$ cat src/rtl/uart_rx_buf_pkg.sv
// Shared definitions for the buffered UART receiver: FSM state encodings and default timing.
// Defining UART_RX_PARITY_EN adds the PARITY state and the even-parity helper.
package uart_rx_buf_pkg;

  localparam int DEF_CLK_DIV     = 13;
  localparam int DEF_SAMPLE_RATE = 16;

  typedef enum logic [2:0] {
    ST_IDLE   = 3'd0,
    ST_START  = 3'd1,
    ST_DATA   = 3'd2,
`ifdef UART_RX_PARITY_EN
    ST_PARITY = 3'd3,
`endif
    ST_STOP   = 3'd4
  } rx_state_e;

`ifdef UART_RX_PARITY_EN
  // Even parity over up to 9 data bits; callers zero-extend narrower frames.
  function automatic logic even_parity(input logic [8:0] bits);
    return ^bits;
  endfunction
`endif

endpackage

$ cat src/rtl/sync_fifo.sv
// First-word-fall-through synchronous FIFO with occupancy count; DEPTH must be a power of 2.
// A push into a full FIFO is accepted only when a pop happens in the same cycle.
module sync_fifo #(
  parameter int DATA_W = 8,
  parameter int DEPTH  = 16
) (
  input  logic                     clk_i,
  input  logic                     rstn_i,
  input  logic                     push,
  input  logic [DATA_W-1:0]        din,
  input  logic                     pop,
  output logic [DATA_W-1:0]        dout,
  output logic                     full,
  output logic                     empty,
  output logic [$clog2(DEPTH):0]   level
);

  localparam int AW = $clog2(DEPTH);
  localparam logic [AW:0] FULL_LEVEL = (AW+1)'(DEPTH);

  logic [DATA_W-1:0] mem [DEPTH];
  logic [AW-1:0]     wr_q;
  logic [AW-1:0]     rd_q;
  logic [AW:0]       level_q;
  logic              do_push;
  logic              do_pop;

  assign empty   = (level_q == '0);
  assign full    = (level_q == FULL_LEVEL);
  assign do_pop  = pop & ~empty;
  assign do_push = push & (~full | do_pop);

  // NOTE: state registers use non-blocking assignments so every flop samples pre-edge values.
  always_ff @(posedge clk_i) begin
    if (!rstn_i) begin
      wr_q    <= '0;
      rd_q    <= '0;
      level_q <= '0;
    end else begin
      if (do_push) wr_q <= wr_q + 1'b1;
      if (do_pop)  rd_q <= rd_q + 1'b1;
      case ({do_push, do_pop})
        2'b10:   level_q <= level_q + 1'b1;
        2'b01:   level_q <= level_q - 1'b1;
        default: level_q <= level_q;
      endcase
    end
  end

  // NOTE: storage is deliberately not reset; empty-gating of dout hides stale contents.
  always_ff @(posedge clk_i) begin
    if (do_push) mem[wr_q] <= din;
  end

  assign dout  = empty ? '0 : mem[rd_q];
  assign level = level_q;

endmodule

$ cat src/rtl/uart_rx_buf.sv
// Oversampling UART receiver feeding a FWFT FIFO, with frame-error pulse and sticky overrun.
// Define UART_RX_PARITY_EN to receive one even-parity bit between data and stop.
module uart_rx_buf
  import uart_rx_buf_pkg::*;
#(
  parameter int CLK_DIV     = DEF_CLK_DIV,
  parameter int SAMPLE_RATE = DEF_SAMPLE_RATE,
  parameter int DATA_W      = 8,
  parameter int DEPTH       = 16
) (
  input  logic                   clk_i,
  input  logic                   rstn_i,
  input  logic                   rx_i,
  output logic [DATA_W-1:0]      tx_o,
  output logic                   tx_o_v,
  input  logic                   tx_o_rdy,
  output logic [$clog2(DEPTH):0] level_o,
  output logic                   frame_err_o,
  output logic                   overrun_o
);

  localparam int DIV_W = (CLK_DIV > 1) ? $clog2(CLK_DIV) : 1;
  localparam int SR_W  = $clog2(SAMPLE_RATE);
  localparam int BIT_W = $clog2(DATA_W);

  localparam logic [DIV_W-1:0] DIV_MAX  = DIV_W'(CLK_DIV - 1);
  localparam logic [SR_W-1:0]  SR_MAX   = SR_W'(SAMPLE_RATE - 1);
  localparam logic [SR_W-1:0]  HALF_MAX = SR_W'(SAMPLE_RATE / 2 - 1);
  localparam logic [BIT_W-1:0] LAST_BIT = BIT_W'(DATA_W - 1);

  // Line synchroniser and falling-edge detect
  logic [1:0] sync_q;
  logic       line_prev_q;
  logic       line;
  logic       fall;

  assign line = sync_q[1];
  assign fall = line_prev_q & ~line;

  always_ff @(posedge clk_i) begin
    if (!rstn_i) begin
      sync_q      <= 2'b11;
      line_prev_q <= 1'b1;
    end else begin
      sync_q      <= {sync_q[0], rx_i};
      line_prev_q <= line;
    end
  end

  // Free-running oversample tick
  logic [DIV_W-1:0] div_q;
  logic             tick;

  assign tick = (div_q == DIV_MAX);

  always_ff @(posedge clk_i) begin
    if (!rstn_i) div_q <= '0;
    else         div_q <= tick ? '0 : div_q + 1'b1;
  end

  // Receive FSM
  rx_state_e         state_q, state_d;
  logic [SR_W-1:0]   smp_cnt_q, smp_cnt_d;
  logic [BIT_W-1:0]  bit_cnt_q, bit_cnt_d;
  logic [DATA_W-1:0] shreg_q, shreg_d;
  logic              push;
  logic              err_d;
  logic              frame_err_q;
`ifdef UART_RX_PARITY_EN
  logic              par_bad_q, par_bad_d;
`endif

  // NOTE: every always_comb output gets a default first so no path leaves it unassigned (no latches).
  always_comb begin
    state_d   = state_q;
    smp_cnt_d = smp_cnt_q;
    bit_cnt_d = bit_cnt_q;
    shreg_d   = shreg_q;
    push      = 1'b0;
    err_d     = 1'b0;
`ifdef UART_RX_PARITY_EN
    par_bad_d = par_bad_q;
`endif
    case (state_q)
      ST_IDLE: begin
        if (fall) begin
          state_d   = ST_START;
          smp_cnt_d = '0;
        end
      end
      ST_START: begin
        if (tick) begin
          if (smp_cnt_q == HALF_MAX) begin
            smp_cnt_d = '0;
            bit_cnt_d = '0;
            state_d   = line ? ST_IDLE : ST_DATA;
`ifdef UART_RX_PARITY_EN
            par_bad_d = 1'b0;
`endif
          end else begin
            smp_cnt_d = smp_cnt_q + 1'b1;
          end
        end
      end
      ST_DATA: begin
        if (tick) begin
          if (smp_cnt_q == SR_MAX) begin
            smp_cnt_d = '0;
            shreg_d   = {line, shreg_q[DATA_W-1:1]};
            if (bit_cnt_q == LAST_BIT) begin
`ifdef UART_RX_PARITY_EN
              state_d = ST_PARITY;
`else
              state_d = ST_STOP;
`endif
            end else begin
              bit_cnt_d = bit_cnt_q + 1'b1;
            end
          end else begin
            smp_cnt_d = smp_cnt_q + 1'b1;
          end
        end
      end
`ifdef UART_RX_PARITY_EN
      ST_PARITY: begin
        if (tick) begin
          if (smp_cnt_q == SR_MAX) begin
            smp_cnt_d = '0;
            par_bad_d = (line != even_parity(9'(shreg_q)));
            state_d   = ST_STOP;
          end else begin
            smp_cnt_d = smp_cnt_q + 1'b1;
          end
        end
      end
`endif
      ST_STOP: begin
        if (tick) begin
          if (smp_cnt_q == SR_MAX) begin
            smp_cnt_d = '0;
            state_d   = ST_IDLE;
`ifdef UART_RX_PARITY_EN
            push      = line & ~par_bad_q;
            err_d     = ~line | par_bad_q;
`else
            push      = line;
            err_d     = ~line;
`endif
          end else begin
            smp_cnt_d = smp_cnt_q + 1'b1;
          end
        end
      end
      default: state_d = ST_IDLE;
    endcase
  end

  always_ff @(posedge clk_i) begin
    if (!rstn_i) begin
      state_q     <= ST_IDLE;
      smp_cnt_q   <= '0;
      bit_cnt_q   <= '0;
      shreg_q     <= '0;
      frame_err_q <= 1'b0;
`ifdef UART_RX_PARITY_EN
      par_bad_q   <= 1'b0;
`endif
    end else begin
      state_q     <= state_d;
      smp_cnt_q   <= smp_cnt_d;
      bit_cnt_q   <= bit_cnt_d;
      shreg_q     <= shreg_d;
      frame_err_q <= err_d;
`ifdef UART_RX_PARITY_EN
      par_bad_q   <= par_bad_d;
`endif
    end
  end

  // Output FIFO and overrun tracking
  logic fifo_full;
  logic fifo_empty;
  logic pop;
  logic overrun_q;

  assign tx_o_v = ~fifo_empty;
  assign pop    = tx_o_v & tx_o_rdy;

  sync_fifo #(
    .DATA_W (DATA_W),
    .DEPTH  (DEPTH)
  ) u_fifo (
    .clk_i  (clk_i),
    .rstn_i (rstn_i),
    .push   (push),
    .din    (shreg_q),
    .pop    (pop),
    .dout   (tx_o),
    .full   (fifo_full),
    .empty  (fifo_empty),
    .level  (level_o)
  );

  always_ff @(posedge clk_i) begin
    if (!rstn_i) overrun_q <= 1'b0;
    else         overrun_q <= overrun_q | (push & fifo_full & ~pop);
  end

  assign frame_err_o = frame_err_q;
  assign overrun_o   = overrun_q;

endmodule

$ cat config.mk
export PLATFORM = sky130hd
export DESIGN_NAME = uart_rx_buf
export DESIGN_NICKNAME = d
export VERILOG_FILES = /design/src/rtl/uart_rx_buf_pkg.sv /design/src/rtl/sync_fifo.sv /design/src/rtl/uart_rx_buf.sv
export SDC_FILE = /design/constraint.sdc
export NUM_CORES = 1
export LEC_CHECK = 0
export CORE_ASPECT_RATIO = 1.2
export CORE_MARGIN = 2
export CORE_UTILIZATION = 60
export CTS_BUF_LIST = sky130_fd_sc_hd__clkbuf_8
export DETAILED_ROUTE_END_ITERATION = 8
export PLACE_DENSITY = 0.78
export SYNTH_ARGS = -nofsm -noshare
export SYNTH_HDL_FRONTEND = slang
export SYNTH_SLANG_ARGS = --single-unit
$ cat constraint.sdc
create_clock -name clk_i -period 7.7 [get_ports clk_i]
set_input_delay 1.54 -clock clk_i [delete_from_list [all_inputs] [get_ports clk_i]]
set_output_delay 1.54 -clock clk_i [all_outputs]
set_load 0.005 [all_outputs]
; ---- Word-level counts from Yosys, hierarchy flattened
; Memories as Yosys holds them, arrays and structs flattened. A register that Yosys moved wholly into a read port is not among the register bits.
; Index checks and enable logic that the tools add are counted.
[word_totals]
register_bits = 40
ram_bits = 128
inputBits = 4
output_inout_bits = 16
wordCells = 96
memories = 1
[mem_list]
columns = memory, words, width, rd, rd_clocked_by_memory_dff, write_ports, line_no
row1 = u_fifo.mem, 16, 8, 1, 1, 1, sync_fifo.sv:21  ; logic [DATA_W-1:0] mem [DEPTH];
[classes]
addsub = 7
n_eq_ne = 20
mux = 31
bitwise = 13
n_reduce_logical = 12
[op_table]
columns = op, count
row1 = 3-bit 2-to-1 mux, 13
row2 = 4-bit 2-to-1 mux, 7
row3 = 2-bit != test (second input constant), 9
row4 = 4-bit by 1-bit adder with 4-bit output (second input constant), 4
row5 = 3-bit one-hot mux with 4 select lines, 1
row6 = 4-bit one-hot mux with 3 select lines, 1
row7 = 5-bit one-hot mux with 2 select lines, 1
row8 = 4-bit == test (second input constant), 2
row9 = 8-bit 2-to-1 mux, 1
row10 = 4-bit AND reduction, 2
row11 = 8-bit AND reduction, 1
row12 = 1-bit AND, 6
row13 = 3-bit == test (second input constant), 2
row14 = 3-bit one-hot mux with 2 select lines, 1
row15 = 6-bit AND reduction, 1
row16 = 5-bit by 1-bit adder with 5-bit output (second input constant), 1
row17 = 5-bit == test (second input constant), 1
row18 = 5-bit logical NOT, 1
row19 = 1-bit 2-to-1 mux, 5
row20 = 1-bit inverter, 5
row21 = 5-bit by 1-bit subtractor with 5-bit output (second input constant), 1
row22 = 4-bit by 3-bit == test with 1-bit output (second input constant), 1
row23 = 2-bit nonzero test, 2
row24 = 2-bit OR reduction, 2
row25 = other kinds (11), 12

; ---- Depth between registers and ports, before layout
[depth]
word_depth = 8
depth_mapped = 12
mapped_depth_nobuf = 11

; ---- Hierarchy
; From an unflattened synthesis, not the netlist that was laid out.
[hier_totals]
cells_unflattened = 472
area_unflattened_um2 = 7292.0
[by_module_without_submodules]
columns = module, n_inst, cells_each, area_each_um2, seq_area_each_um2
row1 = sync_fifo, 1, 330, 5995.8, 4184.0
row2 = uart_rx_buf, 1, 142, 1296.2, 540.5

; ---- Worst setup path before layout
; OpenSTA, ideal clock, no wires.
[synth_timing]
path_type = register -> output
start = register with a tool-made name
end = output tx_o[0]
arrival_time_ns = 1.951
required_ns = 6.160
slack_ns = 4.209
stages_incl_launch_ff = 6
n_path_buf = 2
path_cell_list = dfxtp_1 clkbuf_1 buf_2 mux4_2 mux4_2 and2_1
[synth_lines]
columns = item, line_no
row1 = end: declaration, uart_rx_buf.sv:14  ; output logic [DATA_W-1:0] tx_o,

==> impl_summary.log <==
INFO  metric outcome = finished, final reports clean
INFO  metric yosys.area_share.xor_xnor = 0.8651%
INFO  metric insertedDiodeCount = 0
INFO  metric synth_nets = 465
INFO  metric worst_setup_path_end_kind = primary output
INFO  metric synthArstFlopShare = 0%
INFO  metric cts_num_sinks = 172
INFO  metric path_common_cell = sky130_fd_sc_hd__mux4_2
INFO  metric tritoncts = built
INFO  metric synth_cell_type_count = 49
INFO  metric cp.buffers_inverters = 2
INFO  metric synth_sequential_area_ratio = 66.67%
INFO  metric grt_pass1_vias = 3898
INFO  metric final_cell_utilization_of_the_core = 68.08%
INFO  metric power_density = 277.5 nW/um^2
INFO  metric cts-resized-gates = 0
INFO  metric cts_max_path_buffers = 2
INFO  metric grt_first_pass_wirelength = 20.52 mm
INFO  metric vias_per_cell = 6.064
INFO  metric synth_enable_flop_cells = 128
INFO  metric setup_total_negative_slack = 0 ns
INFO  metric data_arrival_time_of_the_critical_path = 2.97 ns
INFO  metric clkSlewWorstSetupHoldPaths = 0.09 ns
INFO  metric drv_slew = 0
INFO  metric globalRouteOverflowTotal = 0
INFO  metric post_cts_buffers = 0
INFO  metric worst_slack = 3.186 ns
INFO  metric register_bit_total_from_synthesis = 172
INFO  metric antenna_found_initial = 0
INFO  metric synth_warnings = 0
INFO  metric skew = 0.01401 ns
INFO  metric detail_route.wirelength = 12.99 mm
INFO  metric final_hold_viol_count = 0
INFO  metric grt_setup_unrepaired = no
INFO  metric path_cells = buf_4 -> mux4_2 -> mux4_2 -> and2_1 -> clkdlybuf4s50_1
INFO  metric area.growth.synth_to_final = 11.12%
INFO  metric synth_flop_cell = sky130_fd_sc_hd__edfxtp_1
INFO  metric first_pass_iters = 5
INFO  metric synthMuxAreaShare = 14.55%
INFO  metric avgSynthCellArea = 15.78 sq um
INFO  metric final_min_period_over_clock_period = 58.63%
INFO  metric layout_min_cycle_time = 4.514 ns
INFO  metric yosys.area_share.simple = 9.693%
INFO  metric critPathMaxStageDelay = 0.60 ns
INFO  metric floorplan.die.height = 123.1 um
INFO  metric syn-instance-count = 449
INFO  metric adder_cell_area_share_of_the_yosys_netlist = 2.119%
INFO  metric h-tree-depth = 4
INFO  metric detail-route-antenna-nets = 0
INFO  metric dr.first_iter.drc_count = 357
INFO  metric place_congestion = 0.8453
INFO  metric place_hpwl = 8.611 mm
INFO  metric routed-via-count = 3881
INFO  metric grt_start_max_net_pins = 33
INFO  metric drc = 0
INFO  metric post_cts_hold_buffer_count = 0
INFO  metric finalNetCount = 486
INFO  metric p_leak = 2.596 nW
INFO  metric maxCapViolCount = 0
INFO  metric design.portCount = 20
INFO  metric worstPathMaxFanout = 32
INFO  metric synth_compound_gate_area_share = 3.937%
INFO  metric final_cells = 640
INFO  metric placement.setup.worst_slack = 3.605 ns
INFO  metric tritoncts.num_buffers = 17
INFO  metric critPathSlowestCell = sky130_fd_sc_hd__mux4_2
INFO  metric start_kind = flip-flop
INFO  metric number_of_placed_instances_with_taps_included = 608
INFO  metric criticalPathCategory = reg2out
INFO  metric irDropWorstVdd = 159.0 uV
INFO  metric path_delay_family = multiplexers
INFO  metric clock-root-buffer = sky130_fd_sc_hd__clkbuf_8
INFO  metric tightestPinTransition = 0.9752 ns
INFO  metric worst_slew_margin_rel = 34.92%
INFO  metric post_drt_wl_per_cell = 20.29 um
INFO  metric placement_rows = 43
INFO  metric width_of_the_chip = 103.2 um
INFO  metric io_buffer_count = 19
INFO  metric required = 6.16 ns
INFO  metric worst_hold_path_type = reg2reg
INFO  metric post_route_cells_drive_above_1_share = 17.81%
INFO  metric clock_insertion_delay_worst_skew = 0.44 ns
INFO  metric floorplan.initialDensity = 61.27%
INFO  metric synth_top_family_by_area = multiplexers
INFO  metric fp.coreArea = 11570 sq um
INFO  metric setup-violations-final = 0
INFO  metric syn_std_cell_area = 7087 sq um
INFO  metric die-area = 12700 sq um
INFO  metric maxClockFrequency = 221.5 MHz
INFO  metric track_usage = 22.20%
## synth_stat cells (5+ instances only)
cell                         n  area (sq um)
sky130_fd_sc_hd__nand2b_1   11         68.82
sky130_fd_sc_hd__mux4_2     40         900.9
sky130_fd_sc_hd__nand2_1    16         60.06
sky130_fd_sc_hd__nor4_1      7         43.79
sky130_fd_sc_hd__a21oi_1    17         85.08
sky130_fd_sc_hd__edfxtp_1  128          3844
sky130_fd_sc_hd__o21ai_0     7         35.03
sky130_fd_sc_hd__dfxtp_1    44         880.8
sky130_fd_sc_hd__and2_1     17         106.4
sky130_fd_sc_hd__nor2_1     30         112.6
sky130_fd_sc_hd__xnor2_1     5         43.79
sky130_fd_sc_hd__mux2i_1    13         130.1
sky130_fd_sc_hd__nand3_1    14         70.07
sky130_fd_sc_hd__buf_2       9         45.04
sky130_fd_sc_hd__nor3_1      8         40.04
sky130_fd_sc_hd__ha_1       12         150.1
sky130_fd_sc_hd__clkbuf_1   10         37.54
sky130_fd_sc_hd__inv_1      13         48.80
## state kept, by name, summed over array words and instances (netlist names), named ones only
name,count
line_prev_q,1
div_q,4
overrun_o,1
u_fifo.mem,128
u_fifo.wr_q,4
frame_err_o,1
bit_cnt_q,3
smp_cnt_q,4
sync_q,2
u_fifo.level,5
u_fifo.rd_q,4
state_q,3
shreg_q,8
## cells by family after synthesis
| logic type | count (synthesis) |
|---|---|
| xor gates and xnor gates | 7 |
| DFF | 172 |
| and+or+nand+nor | 126 |
| adders and majority gates | 12 |
| AOI/OAI and AO/OA | 44 |
| muxes | 53 |
| buffers and inverters | 35 |
## layout by cell type, fill, tap and decap left out, drive strengths merged, types with 5 or more instances in the layout
cell type and count:
buf 5, dfxtp 44, xnor2 5, nand2b 11, nor3 8, clkdlybuf4s50 19
nand2 16, nand3 14, edfxtp 128, clkbuf 17, nor2 30, mux4 40
nor4 7, inv 21, and2 17, bufinv 5, o21ai 8, ha 12
a21oi 17, mux2i 13
## per-stage QoR
stage / instance area, sq um / hold slack [ns] / total power [mW]
finish: 7875 / 0.4215 / 2.185
global route: 7875 / 0.4331 / 2.280
CTS: 7875 / 0.4266 / 2.204
detailed placement: 7408 / 0.4043 / 1.486
global placement: 7408 / 0.3916 / 1.471
floorplan: 7087 / 0.3863 / 1.342
## metal layers
metal / part of all wire (%) / up-vias / GRT usage [%]
li1: - / 1779 / -
met5: 0 / - / 0
met3: 4.4 / 21 / 4.805
met4: 1.7 / 0 / 8.141
met1: 42 / 1964 / 29.27
met2: 52 / 117 / 36.53
## layout make-up
| cell class | instances | area [sq um] |
|---|---|---|
| clock buffer | 17 | 234.0 |
| tap | 157 | 196.4 |
| sequential | 172 | 4727 |
| inverter | 13 | 48.80 |
| clock inverter | 15 | 232.7 |
| timing repair buffer | 24 | 227.7 |
| fill | 779 | 3692 |
| multi-input combinational | 242 | 2208 |
## final timing paths
check / start / end / slack [ns] / depth (start not counted)
worst max-delay path: flip-flop / tx_o[1] / 3.19 / 5
worst min-delay path: sync_q[0] / sync_q[1] / 0.42 / 1
worst max register to register: state_q[2] / u_fifo.mem[13][1] / 4.96 / 5
worst min register to register: sync_q[0] / sync_q[1] / 0.42 / 1
## worst reg2reg max path, stage by stage, from the launching register on
cell and delay (ns):
sky130_fd_sc_hd__dfxtp_1 0.56, sky130_fd_sc_hd__nor3b_2 0.43, sky130_fd_sc_hd__nand4_1 0.17, sky130_fd_sc_hd__nor2_1 0.25
sky130_fd_sc_hd__nand3_1 0.20, sky130_fd_sc_hd__nor2_1 0.76
## power by group
part / total (mW) / switching, mW / internal [mW]
clock: 0.724 / 0.330 / 0.394
combinational: 0.411 / 0.173 / 0.238
sequential: 1.05 / 0.0480 / 1.00
total: 2.19 / 0.551 / 1.63
No activity file was read; power rests on OpenSTA's default activity.
